[config.mk]
export PLATFORM = sky130hd
export DESIGN_NAME = cv32e40p_apu_wb_buffer
export DESIGN_NICKNAME = d
export VERILOG_FILES = /design/src/rtl/cv32e40p_apu_wb_buffer.sv
export SDC_FILE = /design/constraint.sdc
export NUM_CORES = 1
export LEC_CHECK = 0
export BUFFER_PORTS_ARGS = -buffer_cell sky130_fd_sc_hd__buf_4
export CAP_MARGIN = 20
export CORE_MARGIN = 4
export CORE_UTILIZATION = 40
export DETAILED_ROUTE_END_ITERATION = 16
export PLACE_DENSITY = 0.66
export SLEW_MARGIN = 40
export SYNTH_ARGS = -nofsm -noshare
export SYNTH_HDL_FRONTEND = slang
export SYNTH_SLANG_ARGS = --single-unit
[constraint.sdc]
create_clock -name clk_i -period 3.05 [get_ports clk_i]
set_clock_uncertainty 0.2 [all_clocks]
set_input_delay 0.305 -clock clk_i [delete_from_list [all_inputs] [get_ports clk_i]]
set_output_delay 0.305 -clock clk_i [all_outputs]
set_load 0.005 [all_outputs]
[src/rtl/cv32e40p_apu_wb_buffer.sv]
// APU writeback buffer: merges APU results onto regfile write port B behind LSU priority,
// parking results in a small in-order FIFO and flagging decode hazards against parked entries.
module cv32e40p_apu_wb_buffer #(
    parameter int DATA_WIDTH = 32,
    parameter int FLAG_WIDTH = 5,
    parameter int ADDR_WIDTH = 6,
    parameter int DEPTH      = 2
) (
    input  logic                         clk_i,
    input  logic                         rst_ni,
    input  logic                         apu_rvalid_i,
    input  logic [DATA_WIDTH-1:0]        apu_result_i,
    input  logic [FLAG_WIDTH-1:0]        apu_flags_i,
    input  logic [ADDR_WIDTH-1:0]        apu_waddr_i,
    input  logic                         lsu_we_i,
    input  logic                         is_decoding_i,
    input  logic [3*ADDR_WIDTH-1:0]      read_regs_i,
    input  logic [2:0]                   read_regs_valid_i,
    output logic                         regfile_we_o,
    output logic [ADDR_WIDTH-1:0]        regfile_waddr_o,
    output logic [DATA_WIDTH-1:0]        regfile_wdata_o,
    output logic                         fflags_we_o,
    output logic [FLAG_WIDTH-1:0]        fflags_o,
    output logic                         read_dep_o,
    output logic                         almost_full_o,
    output logic [$clog2(DEPTH+1)-1:0]   count_o,
    output logic                         overflow_o
);
    localparam int CW = $clog2(DEPTH + 1);
    localparam int PW = $clog2(DEPTH);
    localparam logic [CW-1:0] CNT_FULL = CW'(DEPTH);
    localparam logic [CW-1:0] CNT_AF   = CW'(DEPTH - 1);
    localparam logic [PW-1:0] PTR_LAST = PW'(DEPTH - 1);

    logic [DATA_WIDTH-1:0] r_data [DEPTH];
    logic [FLAG_WIDTH-1:0] r_flags[DEPTH];
    logic [ADDR_WIDTH-1:0] r_addr [DEPTH];
    logic [DEPTH-1:0]      r_vld;
    logic [PW-1:0]         r_rd_ptr, r_wr_ptr;
    logic [CW-1:0]         r_count;
    logic                  r_overflow;

    logic w_empty, w_pop, w_bypass, w_push, w_drop, w_enq, w_dep;

    assign w_empty  = (r_count == '0);
    assign w_pop    = !lsu_we_i && !w_empty;
    assign w_bypass = !lsu_we_i && w_empty && apu_rvalid_i;
    assign w_push   = apu_rvalid_i && !w_bypass;
    // A full buffer still accepts a push when the head retires in the same cycle.
    assign w_drop   = w_push && (r_count == CNT_FULL) && !w_pop;
    assign w_enq    = w_push && !w_drop;

    always_ff @(posedge clk_i or negedge rst_ni) begin
        if (!rst_ni) begin
            r_rd_ptr   <= '0;
            r_wr_ptr   <= '0;
            r_count    <= '0;
            r_overflow <= 1'b0;
            r_vld      <= '0;
        end else begin
            if (w_pop) begin
                r_vld[r_rd_ptr] <= 1'b0;
                r_rd_ptr        <= (r_rd_ptr == PTR_LAST) ? '0 : r_rd_ptr + PW'(1);
            end
            // Set after clear: a full push+pop reuses the slot just retired.
            if (w_enq) begin
                r_vld[r_wr_ptr] <= 1'b1;
                r_wr_ptr        <= (r_wr_ptr == PTR_LAST) ? '0 : r_wr_ptr + PW'(1);
            end
            if (w_enq && !w_pop)
                r_count <= r_count + CW'(1);
            else if (w_pop && !w_enq)
                r_count <= r_count - CW'(1);
            if (w_drop)
                r_overflow <= 1'b1;
        end
    end

    always_ff @(posedge clk_i) begin
        if (w_enq) begin
            r_data[r_wr_ptr]  <= apu_result_i;
            r_flags[r_wr_ptr] <= apu_flags_i;
            r_addr[r_wr_ptr]  <= apu_waddr_i;
        end
    end

    always_comb begin
        regfile_we_o    = 1'b0;
        regfile_waddr_o = '0;
        regfile_wdata_o = '0;
        fflags_o        = '0;
        if (w_pop) begin
            regfile_we_o    = 1'b1;
            regfile_waddr_o = r_addr[r_rd_ptr];
            regfile_wdata_o = r_data[r_rd_ptr];
            fflags_o        = r_flags[r_rd_ptr];
        end else if (w_bypass) begin
            regfile_we_o    = 1'b1;
            regfile_waddr_o = apu_waddr_i;
            regfile_wdata_o = apu_result_i;
            fflags_o        = apu_flags_i;
        end
    end

    // Entries retiring this cycle still count as hazards; a bypassed input never does.
    always_comb begin
        w_dep = 1'b0;
        for (int e = 0; e < DEPTH; e++)
            for (int i = 0; i < 3; i++)
                if (r_vld[e] && read_regs_valid_i[i] &&
                    read_regs_i[i*ADDR_WIDTH +: ADDR_WIDTH] == r_addr[e])
                    w_dep = 1'b1;
    end

    assign fflags_we_o   = regfile_we_o;
    assign read_dep_o    = is_decoding_i && w_dep;
    assign almost_full_o = (r_count >= CNT_AF);
    assign count_o       = r_count;
    assign overflow_o    = r_overflow;
endmodule

-- Word-level counts from Yosys, hierarchy flattened
Memories as Yosys holds them, arrays and structs flattened.
Index checks and enable logic that the tools add are counted.
- magnitude comparators: 5
- eq/ne operators: 7
- reductions and logical operators: 32
- muxes and demuxes: 26
- add/subtract/negate cells: 4
- bitwise operators: 3
- operators by type and width (kind ; count):
    32-bit two-way mux ; 2
    6-bit equality test ; 6
    1-bit logical AND ; 24
    1-bit two-way mux ; 14
    6-bit two-way mux ; 2
    5-bit two-way mux ; 2
    2-bit two-way mux ; 4
    1-bit logical NOT ; 6
    1-bit by 2-bit < comparator with 1-bit output, second input constant ; 2
    1-bit adder, second input constant ; 2
    2-bit by 1-bit adder with 2-bit output, second input constant ; 1
    2-bit bitwise AND ; 1
    1-bit demux with 1-bit select ; 2
    2-bit equality test, second input constant ; 1
    1-bit greater-or-equal comparator, second input constant ; 2
    2-bit by 1-bit greater-or-equal comparator with 1-bit output, second input constant ; 1
    2-bit logical NOT ; 1
    2-bit NOT ; 1
    2-bit bitwise OR ; 1
    2-bit nonzero test ; 1
    2-bit by 1-bit subtractor with 2-bit output, second input constant ; 1
- word-level logic and storage cells: 85
- output and inout port bits: 50
- bits in writable memories: 86
- register bits after elaboration: 7
- memories: 3
- input bits: 69
- memory list (name ; depth ; bits a word ; read ports ; clocked after memory_dff ; write ports ; line ; RTL):
    r_data ; 2 ; 32 ; 1 ; 0 ; 1 ; 35 ; logic [DATA_WIDTH-1:0] r_data [DEPTH];
    r_addr ; 2 ; 6 ; 3 ; 0 ; 1 ; 37 ; logic [ADDR_WIDTH-1:0] r_addr [DEPTH];
    r_flags ; 2 ; 5 ; 1 ; 0 ; 1 ; 36 ; logic [FLAG_WIDTH-1:0] r_flags[DEPTH];

-- Logic depth before layout (Yosys ltp)
Gate-level depths: netlist of the first run.
- depth after elaboration: 13
- depth in mapped cells: 8

-- Worst setup path before layout of the first run
Ideal clock, no wire load.
- path type: flip-flop to flip-flop
- start: register r_count[0] (netlist: count_o[0])
- end: memory r_addr[0][0], enable pin
- path slack: -311 ps
- data arrival time: 2717 ps
- library setup time: 444 ps
- cell stages (with the launch flop): 6
- data required time: 2406 ps
- cell sequence: dfrtp_1 > inv_1 > ha_1 > nand2b_1 > nand3_1 > nor2_1
- longest elaborated chain between the ends: 11
- elaborated cells on any way between the ends: 15
- those cells by class: 1 x eq/ne; 2 x mux; 12 x reduce/logical
- RTL lines (element ; line ; RTL):
    from (decl) ; 40 ; logic [CW-1:0] r_count;
    from (signal assigned) ; 71 ; r_count <= r_count + CW'(1);
    from (signal assigned) ; 73 ; r_count <= r_count - CW'(1);
    2-bit logical NOT ; 45 ; assign w_empty = (r_count == '0);
    1-bit logical AND (2 in a row) ; 47 ; assign w_bypass = !lsu_we_i && w_empty && apu_rvalid_i;
    1-bit logical NOT ; 48 ; assign w_push = apu_rvalid_i && !w_bypass;
    1-bit logical AND ; 48 ;
    1-bit logical AND (2 in a row) ; 50 ; assign w_drop = w_push && (r_count == CNT_FULL) && !w_pop;
    1-bit logical NOT ; 51 ; assign w_enq = w_push && !w_drop;
    1-bit logical AND * ; 51 ;
    1-bit two-way mux * ; 80 ; if (w_enq) begin
    1-bit two-way mux (not written as such) * ; 83 ; r_addr[r_wr_ptr] <= apu_waddr_i;
    to (decl) ; 37 ;
Every way passes the cells marked *; elsewhere a longest branch is shown, timed or not.

-- Worst setup path in the final report of the first run
- start: register r_count[0] (netlist: count_o[0])
- end: output port regfile_wdata_o[1]
- longest elaborated chain between the ends: 5
- elaborated cells on any way between the ends: 7
- those cells by class: 2 x mux; 5 x reduce/logical
- RTL lines (element ; line ; RTL):
    2-bit logical NOT * ; 45 ;
    1-bit logical AND (2 in a row) ; 47 ;
    32-bit two-way mux ; 97 ; end else if (w_bypass) begin
    32-bit two-way mux * ; 92 ; if (w_pop) begin
    to (decl) ; 21 ; output logic [DATA_WIDTH-1:0] regfile_wdata_o,
Marks and branches as above.

==> impl_metrics.py, run 1 <==
metrics = {
    "global_route": {
        "grt_use_met2_pct": 29.2,
        "grtUsageTotal_pct": 16.8,
        "grt_first_pass_wirelength_mm": 16.5,
        "overflow": 0,
        "use_met3_pct": 3.00,
        "grt_pass1_vias": 3269,
        "grt_max_degree": 48,
        "grt_util_met1_pct": 20.4,
        "top_usage_layer": "met2",
        "antenna_found_initial": 0,
    },
    "yosys": {
        "synth_cells": 322,
        "synth_edf_count": 86,
        "ys.flop_type": "edfxtp_1",
        "synth_area_um2": 4250,
        "synthDistinctLibCells": 24,
        "avgSynthCellArea_um2": 13.2,
        "seq_area_frac_synth_pct": 64.9,
        "ys_warn_count": 0,
        "netlist.area_leader.share_pct": 60.8,
        "yosysTopAreaCell": "edfxtp_1",
        "synthArstFlopShare_pct": 7.53,
        "syn_nets": 395,
        "ys_ff_latch": 93,
        "synth_area_leaders": "edfxtp_1 (61%), mux2i_1 (10%), o21ai_0 (5.7%)",
    },
    "cells_and_area": {
        "antenna_cells": 0,
        "layout-area-overhead-vs-synth_pct": 40.5,
        "fillers": 822,
        "instances_no_fill": 625,
        "multiInputGateArea_um2": 1420,
        "drive_gt1_share_pct": 28.2,
        "final_common_cell": "buf_4",
        "final_cell_area_um2": 5960,
        "layout.nets": 557,
        "final_cell_mix": "buf_4 (118), edfxtp_1 (86), o21ai_0 (48)",
        "seqCellArea_um2": 2760,
    },
    "placement": {
        "dpl_cell_area_um2": 5340,
        "place_congestion": 0.802,
        "portBuffers": 118,
        "dp_cells": 565,
        "dp_hpwl_mm": 6.59,
    },
    "floorplanning": {
        "core_um2": 10300,
        "die_x_um": 111,
        "ios": 119,
        "placementRows": 37,
        "die-area_um2": 12300,
        "start_util_pct": 41.1,
        "die_h_um": 111,
    },
    "timing": {
        "min_period_over_period_pct": 89.0,
        "tightest_slew_ps": 489,
        "relSlewSlack_pct": 67.3,
        "slew_violations": 0,
        "rsz0062_at_grt": "false",
        "fin_crit_ps": 2710,
        "fmax_mhz": 368,
        "setup_viol": 0,
        "hold_viol": 0,
        "setup_tns_ps": 0,
        "fin_hold_ws_ps": 46.6,
    },
    "worst_setup_path": {
        "cp_data_required_time_ps": 2540,
        "worstSetupStartpoint": "count_o[0]$_DFFE_PN0P_",
        "end_kind": "output port",
        "startpoint_type": "register",
        "r2r-start": "count_o[0]$_DFFE_PN0P_",
        "path_class": "reg2out",
        "cp.arrival_ps": 2210,
        "worstPathMaxFanout": 26,
    },
    "cts": {
        "cts_num_sinks": 93,
        "htree_levels": 3,
        "insertion_delay_ps": 340,
        "cts_setup_buffers": 0,
        "cts-root-buf": "clkbuf_8",
        "cts_buffer_depth": 2,
        "cts_tree": "done",
        "numCtsBuffers": 9,
        "cts.reportedPaths.clkPinSlew_ps": 80,
    },
    "worst_hold_path": {
        "hp-class": "in2reg",
        "holdCritStartpoint": "lsu_we_i",
    },
    "detailed_routing": {
        "antenna_left": 0,
        "wl_per_cell_um": 16.3,
        "viasPerCell": 4.88,
        "first_iter_violations": 185,
        "drcViolationCount": 0,
        "dr.pass1.iters": 4,
        "totalWireLength_mm": 10.2,
        "vias": 3051,
    },
    "power_and_ir_drop": {
        "powerDensity_nw_per_um2": 726,
        "leakage_uw": 0.00236,
        "ir_drop_mv": 0.417,
        "power.total_uw": 4330,
    },
    "flow_run": {
        "max-cap-violations": 0,
    },
    "outcome": {
        "status": "finished, final reports clean",
    },
}
[sequential cells by signal, summed over array words and instances (netlist names)]
| register | flops |
|---|---|
| r_vld | 2 |
| r_addr | 12 |
| r_flags | 10 |
| r_rd_ptr | 1 |
| overflow_o | 1 |
| count_o | 2 |
| r_data | 64 |
| r_wr_ptr | 1 |
[final timing paths]
| check | endpoint | slack, ps | cells after the start |
|---|---|---|---|
| setup / recovery | regfile_wdata_o[1] | 340 | 8 |
| hold / removal | overflow_o$_DFFE_PN0P_ | 50 | 3 |
| setup reg to reg | r_data[1][31]$_DFFE_PP_ | 920 | 6 |
| hold reg to reg | overflow_o$_DFFE_PN0P_ | 290 | 1 |
| max in group asynchronous | r_rd_ptr$_DFFE_PN0N_ | 2420 | 2 |
| min in group asynchronous | r_wr_ptr$_DFFE_PN0N_ | 100 | 2 |
[worst max-delay path, stage by stage, from the launching register on]
cell and delay [ps]:
dfrtp_1 420, inv_1 120, ha_1 210, nand2b_1 120
nor2_4 400, buf_12 240, nand2_1 60, o21ai_0 120
buf_4 170
[metrics by stage]
| stage | util (%) | worst slack, ps |
|---|---|---|
| after detailed placement | 51.7 | 597 |
| after global routing | 57.8 | 116 |
| after CTS | 57.8 | 202 |
| after global placement | 51.7 | 683 |
| final | 57.8 | 336 |
| after floorplan | - | -311 |
[metal layers]
layer	wire length, um	up-vias
met5	0	-
met4	187	0
met3	497	13
met2	5240	94
met1	4250	1458
li1	-	1486
[cell usage after synthesis (3+ instances only)]
library cell and count:
nor4_1 4, xor2_1 14, o21ai_0 48, buf_2 5, nand2_1 46, inv_1 7
dfrtp_1 7, edfxtp_1 86, ha_1 4, nand3_1 10, xnor2_1 26, nor2_1 3
mux2i_1 43, clkbuf_1 9
[power by group]
| part | switching, uW | internal (uW) | total (uW) |
|---|---|---|---|
| sequential | 153 | 1750 | 1900 |
| combinational | 839 | 831 | 1670 |
| clock | 389 | 371 | 760 |
| total | 1380 | 2950 | 4330 |
[logic make-up (layout without fill, tap and decap cells)]
kind of cell    after synthesis  count (layout)  synth area share, %
compound gates               53              53                 6.66
xor+xnor                     40              40                 8.25
fa+ha+maj                     4               4                 1.18
buf+inv                      22             189                 2.18
flops                        93              93                 64.9
mux                          43              43                 10.1
simple gates                 67              67                 6.66
[area by class of cell]
class | count | area share (%)
tap | 136 | 2.85
inverter | 7 | 0.441
multi-input combinational | 207 | 23.8
clock buffer | 16 | 3.04
sequential | 93 | 46.3
timing repair buffer | 166 | 23.6
[repair_timing]
action                                 4_1_cts  5_1_grt
hold buffers                                44        0
resized for setup                            0        0
endpoints found under the hold margin       93        0
No activity file was read; power rests on OpenSTA's default activity.
==> run 2, diff against run 1 <==
--- a/config.mk
+++ b/config.mk
@@ -9,8 +9,10 @@
 export CAP_MARGIN = 20
 export CORE_MARGIN = 4
 export CORE_UTILIZATION = 40
+export CTS_CLUSTER_SIZE = 8
 export DETAILED_ROUTE_END_ITERATION = 16
-export PLACE_DENSITY = 0.66
+export PLACE_DENSITY = 0.69
+export SKIP_LAST_GASP = 1
 export SLEW_MARGIN = 40
 export SYNTH_ARGS = -nofsm -noshare
 export SYNTH_HDL_FRONTEND = slang
==> run 2 against run 1 <==
  * Flip-flop and latch count did not move
  * Register-to-register slack lost 60 ps
  * Hold slack improved by 3.8 ps
  * Combinational power shrank 3%
  * First-iteration DRC count down 0.54%
  * Global-route usage is 0.29 points lower
  * Clock power increased by 4.1%
  * Critical path type unchanged
  * Highest routed layer unchanged
==> impl_metrics.py, run 2 (synthesis results as in run 1) <==
metrics = {
    "worst_setup_path": {
        "crit_path_cell_trace": "inv_1 > ha_1 > nand2b_1 > nor2_4 > buf_12 > nand2_1 > o21ai_0 > buf_4",
        "cp.buffers_inverters": 3,
        "slowest_delay_ps": 420,
        "slowest_stage": "dfrtp_1",
        "worstRegToRegCells": 6,
        "cp.arrival_ps": 2170,
        "cp_data_required_time_ps": 2540,
        "path_class": "reg2out",
        "path_delay_family": "simple AND/OR/NAND/NOR gates",
        "worstPathMaxFanout": 24,
        "crit_cells": 8,
        "startpoint_type": "register",
        "end_kind": "output port",
    },
    "cts": {
        "cts_buffer_depth": 2,
        "post_cts_resized": 0,
        "htree_levels": 3,
        "insertion_delay_ps": 340,
        "cts.reportedPaths.clkPinSlew_ps": 90,
        "cts_tree": "done",
        "ctsHoldBuffers": 44,
        "cts_num_sinks": 93,
        "cts-root-buf": "clkbuf_8",
        "numCtsBuffers": 9,
        "cts_setup_buffers": 0,
    },
    "floorplanning": {
        "ios": 119,
        "core_um2": 10300,
        "die_h_um": 111,
        "start_util_pct": 41.1,
        "placementRows": 37,
        "die-area_um2": 12300,
        "die_x_um": 111,
    },
    "global_route": {
        "grt_first_pass_wirelength_mm": 16.5,
        "overflow": 0,
        "grt_pass1_vias": 3237,
        "antenna_found_initial": 0,
        "grt_max_degree": 48,
        "grtUsageTotal_pct": 16.5,
    },
    "placement": {
        "portBuffers": 118,
        "dp_hpwl_mm": 6.79,
        "place_congestion": 0.869,
        "dpl_cell_area_um2": 5330,
        "dp_cells": 568,
    },
    "worst_hold_path": {
        "hold-path-cell-count": 3,
        "hp-class": "in2reg",
    },
    "cells_and_area": {
        "final_core_util_pct": 57.7,
        "fillers": 858,
        "layout-area-overhead-vs-synth_pct": 40.3,
        "largest_reg_flops": 64,
        "largest_registers": "r_data x64, r_addr x12, r_flags x10",
        "final_cell_area_um2": 5960,
        "drive_gt1_share_pct": 29.3,
        "antenna_cells": 0,
        "layout.nets": 560,
        "largest-register": "r_data",
        "final_cell_mix": "buf_4 (124), edfxtp_1 (86), o21ai_0 (48)",
        "instances_no_fill": 628,
        "final_common_cell": "buf_4",
    },
    "detailed_routing": {
        "first_iter_violations": 184,
        "vias": 3089,
        "antenna_left": 0,
        "dr.pass1.iters": 4,
        "wl_per_cell_um": 16.2,
        "totalWireLength_mm": 10.2,
        "drcViolationCount": 0,
        "viasPerCell": 4.92,
    },
    "timing": {
        "setup_tns_ps": 0,
        "fin_crit_ps": 2680,
        "hold_viol": 0,
        "slew_violations": 0,
        "relSlewSlack_pct": 65.4,
        "tightest_slew_ps": 519,
        "setup_viol": 0,
        "rsz0062_at_grt": "false",
        "fin_hold_ws_ps": 50.3,
        "min_period_over_period_pct": 87.7,
        "fmax_mhz": 374,
    },
    "power_and_ir_drop": {
        "ir_drop_mv": 0.354,
        "leakage_uw": 0.00237,
        "powerDensity_nw_per_um2": 726,
    },
    "outcome": {
        "status": "finished, final reports clean",
    },
    "flow_run": {
        "max-cap-violations": 0,
    },
}
## run 2: cell types whose count changed in the layout (fill, tap and decap cells not counted), sizes merged
cell,change
clkbuf,-6
clkinv,+4
buf,+3
bufinv,+1
clkinvlp,+1
## run 2: layer usage
layer	wire length (um)	vias up	GRT usage, %	part of all wire [%]
met5	0	-	0	0
met4	57	0	3.16	0.56
met3	541	4	4.48	5.3
met2	5070	108	27.8	50
met1	4480	1486	21.6	44
li1	-	1491	-	-
## run 2: power breakdown
part           leakage, uW  internal [uW]  switching, uW  total (uW)
clock            0.0000939            378            412         791
sequential        0.000878           1750            164        1910
combinational      0.00139            807            818        1620
## run 2: final cells by class
class | instances | area (um2) | share of cell area (%)
Sequential cell | 93 | 2760 | 46.3
Tap cell | 136 | 170 | 2.86
Clock inverter | 6 | 63.8 | 1.07
Multi-Input combinational cell | 207 | 1420 | 23.9
Timing Repair Buffer | 169 | 1390 | 23.3
Clock buffer | 10 | 128 | 2.14
Inverter | 7 | 26.3 | 0.441
## run 2: metrics by stage
stage | power (uW) | setup slack, ps
after global placement | 3510 | 725
after CTS | 4380 | 298
after global routing | 4600 | 149
after detailed placement | 3540 | 667
after floorplan | 2790 | -311
final | 4330 | 375
## run 2: tightest hold or removal path, cell delays in order
cell and delay (ps):
buf_4 120, nand2_1 70, o21bai_1 60
## run 2: final timing paths
kind	from	slack (ps)	end
max reg2reg	count_o[0]$_DFFE_PN0P_	860	r_data[0][19]$_DFFE_PP_
min	lsu_we_i	50	overflow_o$_DFFE_PN0P_
min reg2reg	overflow_o$_DFFE_PN0P_	290	overflow_o$_DFFE_PN0P_
max	count_o[0]$_DFFE_PN0P_	370	regfile_wdata_o[8]
min in group asynchronous	rst_ni	110	overflow_o$_DFFE_PN0P_
max in group asynchronous	rst_ni	2410	r_rd_ptr$_DFFE_PN0N_
==> run 3, diff against run 2 <==
--- a/config.mk
+++ b/config.mk
@@ -5,13 +5,13 @@
 export SDC_FILE = /design/constraint.sdc
 export NUM_CORES = 1
 export LEC_CHECK = 0
-export BUFFER_PORTS_ARGS = -buffer_cell sky130_fd_sc_hd__buf_4
 export CAP_MARGIN = 20
 export CORE_MARGIN = 4
 export CORE_UTILIZATION = 40
 export CTS_CLUSTER_SIZE = 8
 export DETAILED_ROUTE_END_ITERATION = 16
-export PLACE_DENSITY = 0.69
+export DONT_BUFFER_PORTS = 1
+export PLACE_DENSITY = 0.59
 export SKIP_LAST_GASP = 1
 export SLEW_MARGIN = 40
 export SYNTH_ARGS = -nofsm -noshare
==> run 3 against run 2 <==
  * Critical path depth down 1
  * Sequential power up 2%
  * Combinational power down 27%
  * Hold slack better by 39 ps
  * Via count down 15%
  * Die area unchanged
  * Setup slack better by 13 ps
  * Cell area down 14%
  * Non-clock buffer count down 116
  * Count of clock-buffer cells in the layout down 1
  * First-iteration DRC count down 9.2%
  * Critical path type unchanged
==> impl_metrics.py, run 3 (synthesis results as in run 1) <==
metrics = {
    "placement": {
        "place_congestion": 0.833,
        "dp_slack_ps": 680,
        "dpl_cell_area_um2": 4440,
        "portBuffers": 0,
        "dp_hpwl_mm": 6.33,
    },
    "cts": {
        "cts-root-buf": "clkbuf_8",
        "insertion_delay_ps": 350,
        "cts_tree": "done",
        "cts_setup_buffers": 0,
        "cts_buffer_depth": 2,
        "htree_levels": 3,
        "cts_num_sinks": 93,
        "cts.reportedPaths.clkPinSlew_ps": 90,
        "numCtsBuffers": 9,
    },
    "worst_setup_path": {
        "worstRegToRegCells": 6,
        "worstReg2RegEnd": "r_data[1][18]$_DFFE_PP_",
        "r2r-start": "count_o[0]$_DFFE_PN0P_",
        "startpoint_type": "register",
        "cp_data_required_time_ps": 2540,
        "worstPathMaxFanout": 25,
        "end_kind": "output port",
        "r2r_slack_ps": 840,
        "path_class": "reg2out",
        "cp.arrival_ps": 2160,
    },
    "power_and_ir_drop": {
        "powerDensity_nw_per_um2": 783,
        "pwr-share-clk_pct": 21.8,
        "ir_drop_mv": 0.291,
        "leakage_uw": 0.00179,
        "power.total_uw": 4010,
        "internal_power_uw": 2690,
        "power_switching_uw": 1310,
        "p_comb_share_pct": 29.6,
        "pwr-share-seq_pct": 48.6,
        "sw_frac_of_total_pct": 32.8,
    },
    "cells_and_area": {
        "largest_reg_flops": 64,
        "final_core_util_pct": 49.6,
        "final_cell_mix": "edfxtp_1 (86), o21ai_0 (48), nand2_1 (46), dlygate4sd3_1 (46), mux2i_1 (43)",
        "layout-area-overhead-vs-synth_pct": 20.5,
        "antenna_cells": 0,
        "layout.nets": 444,
        "drive_gt1_share_pct": 6.91,
        "largest_registers": "r_data x64, r_addr x12, r_flags x10",
        "final_common_cell": "edfxtp_1",
        "largest-register": "r_data",
        "final_cell_area_um2": 5120,
    },
    "floorplanning": {
        "start_util_pct": 41.1,
        "ios": 119,
        "die_h_um": 111,
        "die-area_um2": 12300,
        "placementRows": 37,
        "die_x_um": 111,
        "core_um2": 10300,
    },
    "detailed_routing": {
        "first_iter_violations": 167,
        "antenna_left": 0,
        "vias": 2634,
        "viasPerCell": 5.14,
        "dr.pass1.iters": 5,
        "drcViolationCount": 0,
        "wl_per_cell_um": 18.9,
        "totalWireLength_mm": 9.70,
    },
    "timing": {
        "relSlewSlack_pct": 62.4,
        "min_period_over_period_pct": 87.3,
        "setup_viol": 0,
        "hold_viol": 0,
        "fin_crit_ps": 2660,
        "rsz0062_at_grt": "false",
        "worst_slack_ps": 388,
        "slew_violations": 0,
        "fin_hold_ws_ps": 89.8,
        "fmax_mhz": 376,
        "tightest_slew_ps": 563,
    },
    "global_route": {
        "antenna_found_initial": 0,
        "overflow": 0,
        "grt_max_degree": 48,
        "grtUsageTotal_pct": 16.0,
        "grt_pass1_vias": 2861,
        "grt_first_pass_wirelength_mm": 15.5,
    },
    "worst_hold_path": {
        "hp-class": "in2async",
    },
    "flow_run": {
        "max-cap-violations": 0,
    },
    "outcome": {
        "status": "finished, final reports clean",
    },
}
[run 3: changes by cell type in the layout (fill, tap and decap cells not counted), sizes merged]
| cell | before | now |
|---|---|---|
| clkbuf | 10 | 9 |
| clkinv | 4 | 2 |
| clkinvlp | 1 | 3 |
| bufinv | 1 | 2 |
| dlygate4sd3 | 44 | 46 |
| buf | 125 | 7 |
[run 3: how the worst max path moves through the flow]
| stage | from | to | slack, ps | cells past startpoint |
|---|---|---|---|---|
| floorplan | count_o[0]$_DFFE_PN0P_ | r_addr[0][0]$_DFFE_PP_ | -310 | 5 |
| global placement | count_o[0]$_DFFE_PN0P_ | fflags_o[1] | 700 | 4 |
| detailed placement | count_o[0]$_DFFE_PN0P_ | fflags_o[1] | 680 | 4 |
| CTS | count_o[0]$_DFFE_PN0P_ | fflags_o[1] | 270 | 4 |
| global route | count_o[0]$_DFFE_PN0P_ | regfile_waddr_o[2] | 200 | 7 |
| finish | count_o[0]$_DFFE_PN0P_ | fflags_o[1] | 390 | 7 |
[run 3: through the flow]
step           instances  setup TNS, ps
5_1_grt              512              0
6_report             512              0
4_1_cts              512              0
2_1_floorplan        322         -26730
3_5_place_dp         450              0
3_3_place_gp         450              0
[run 3: power by group through the flow]
stage | sequential (uW) | clock, uW | combinational, uW
after global routing | 1980 | 965 | 1330
after floorplan | 1890 | 0 | 899
after detailed placement | 1980 | 0 | 1140
final | 1950 | 875 | 1180
after global placement | 1960 | 0 | 1140
after CTS | 1950 | 904 | 1210
[run 3: timing repair]
item | in CTS | in global routing
resized for setup | 0 | 0
hold endpoints to repair | 94 | 0
hold buffers | 46 | 0
[run 3: cell type report]
class                   instances  area (um2)
fillers                       912        5210
clock buffers                   9         124
multi-input cells             207        1420
well taps                     136         170
clock inverters                 7        90.1
inverters                       7        26.3
repair buffers                 53         526
flip-flops and latches         93        2760
[run 3: worst max-delay path, stage by stage, from the launching register on]
cell and delay (ps):
dfrtp_1 430, inv_1 120, ha_1 190, nand2b_1 120, nor2_4 460, buf_12 240, nand2_1 70, o21ai_0 160
[run 3: metal layers]
metal	share of wire (%)	vias up	GRT usage, %
met4	1.3	0	4.79
met3	6.5	9	4.91
met5	0	-	0
li1	-	1263	-
met1	43	1274	20.5
met2	49	88	26.3
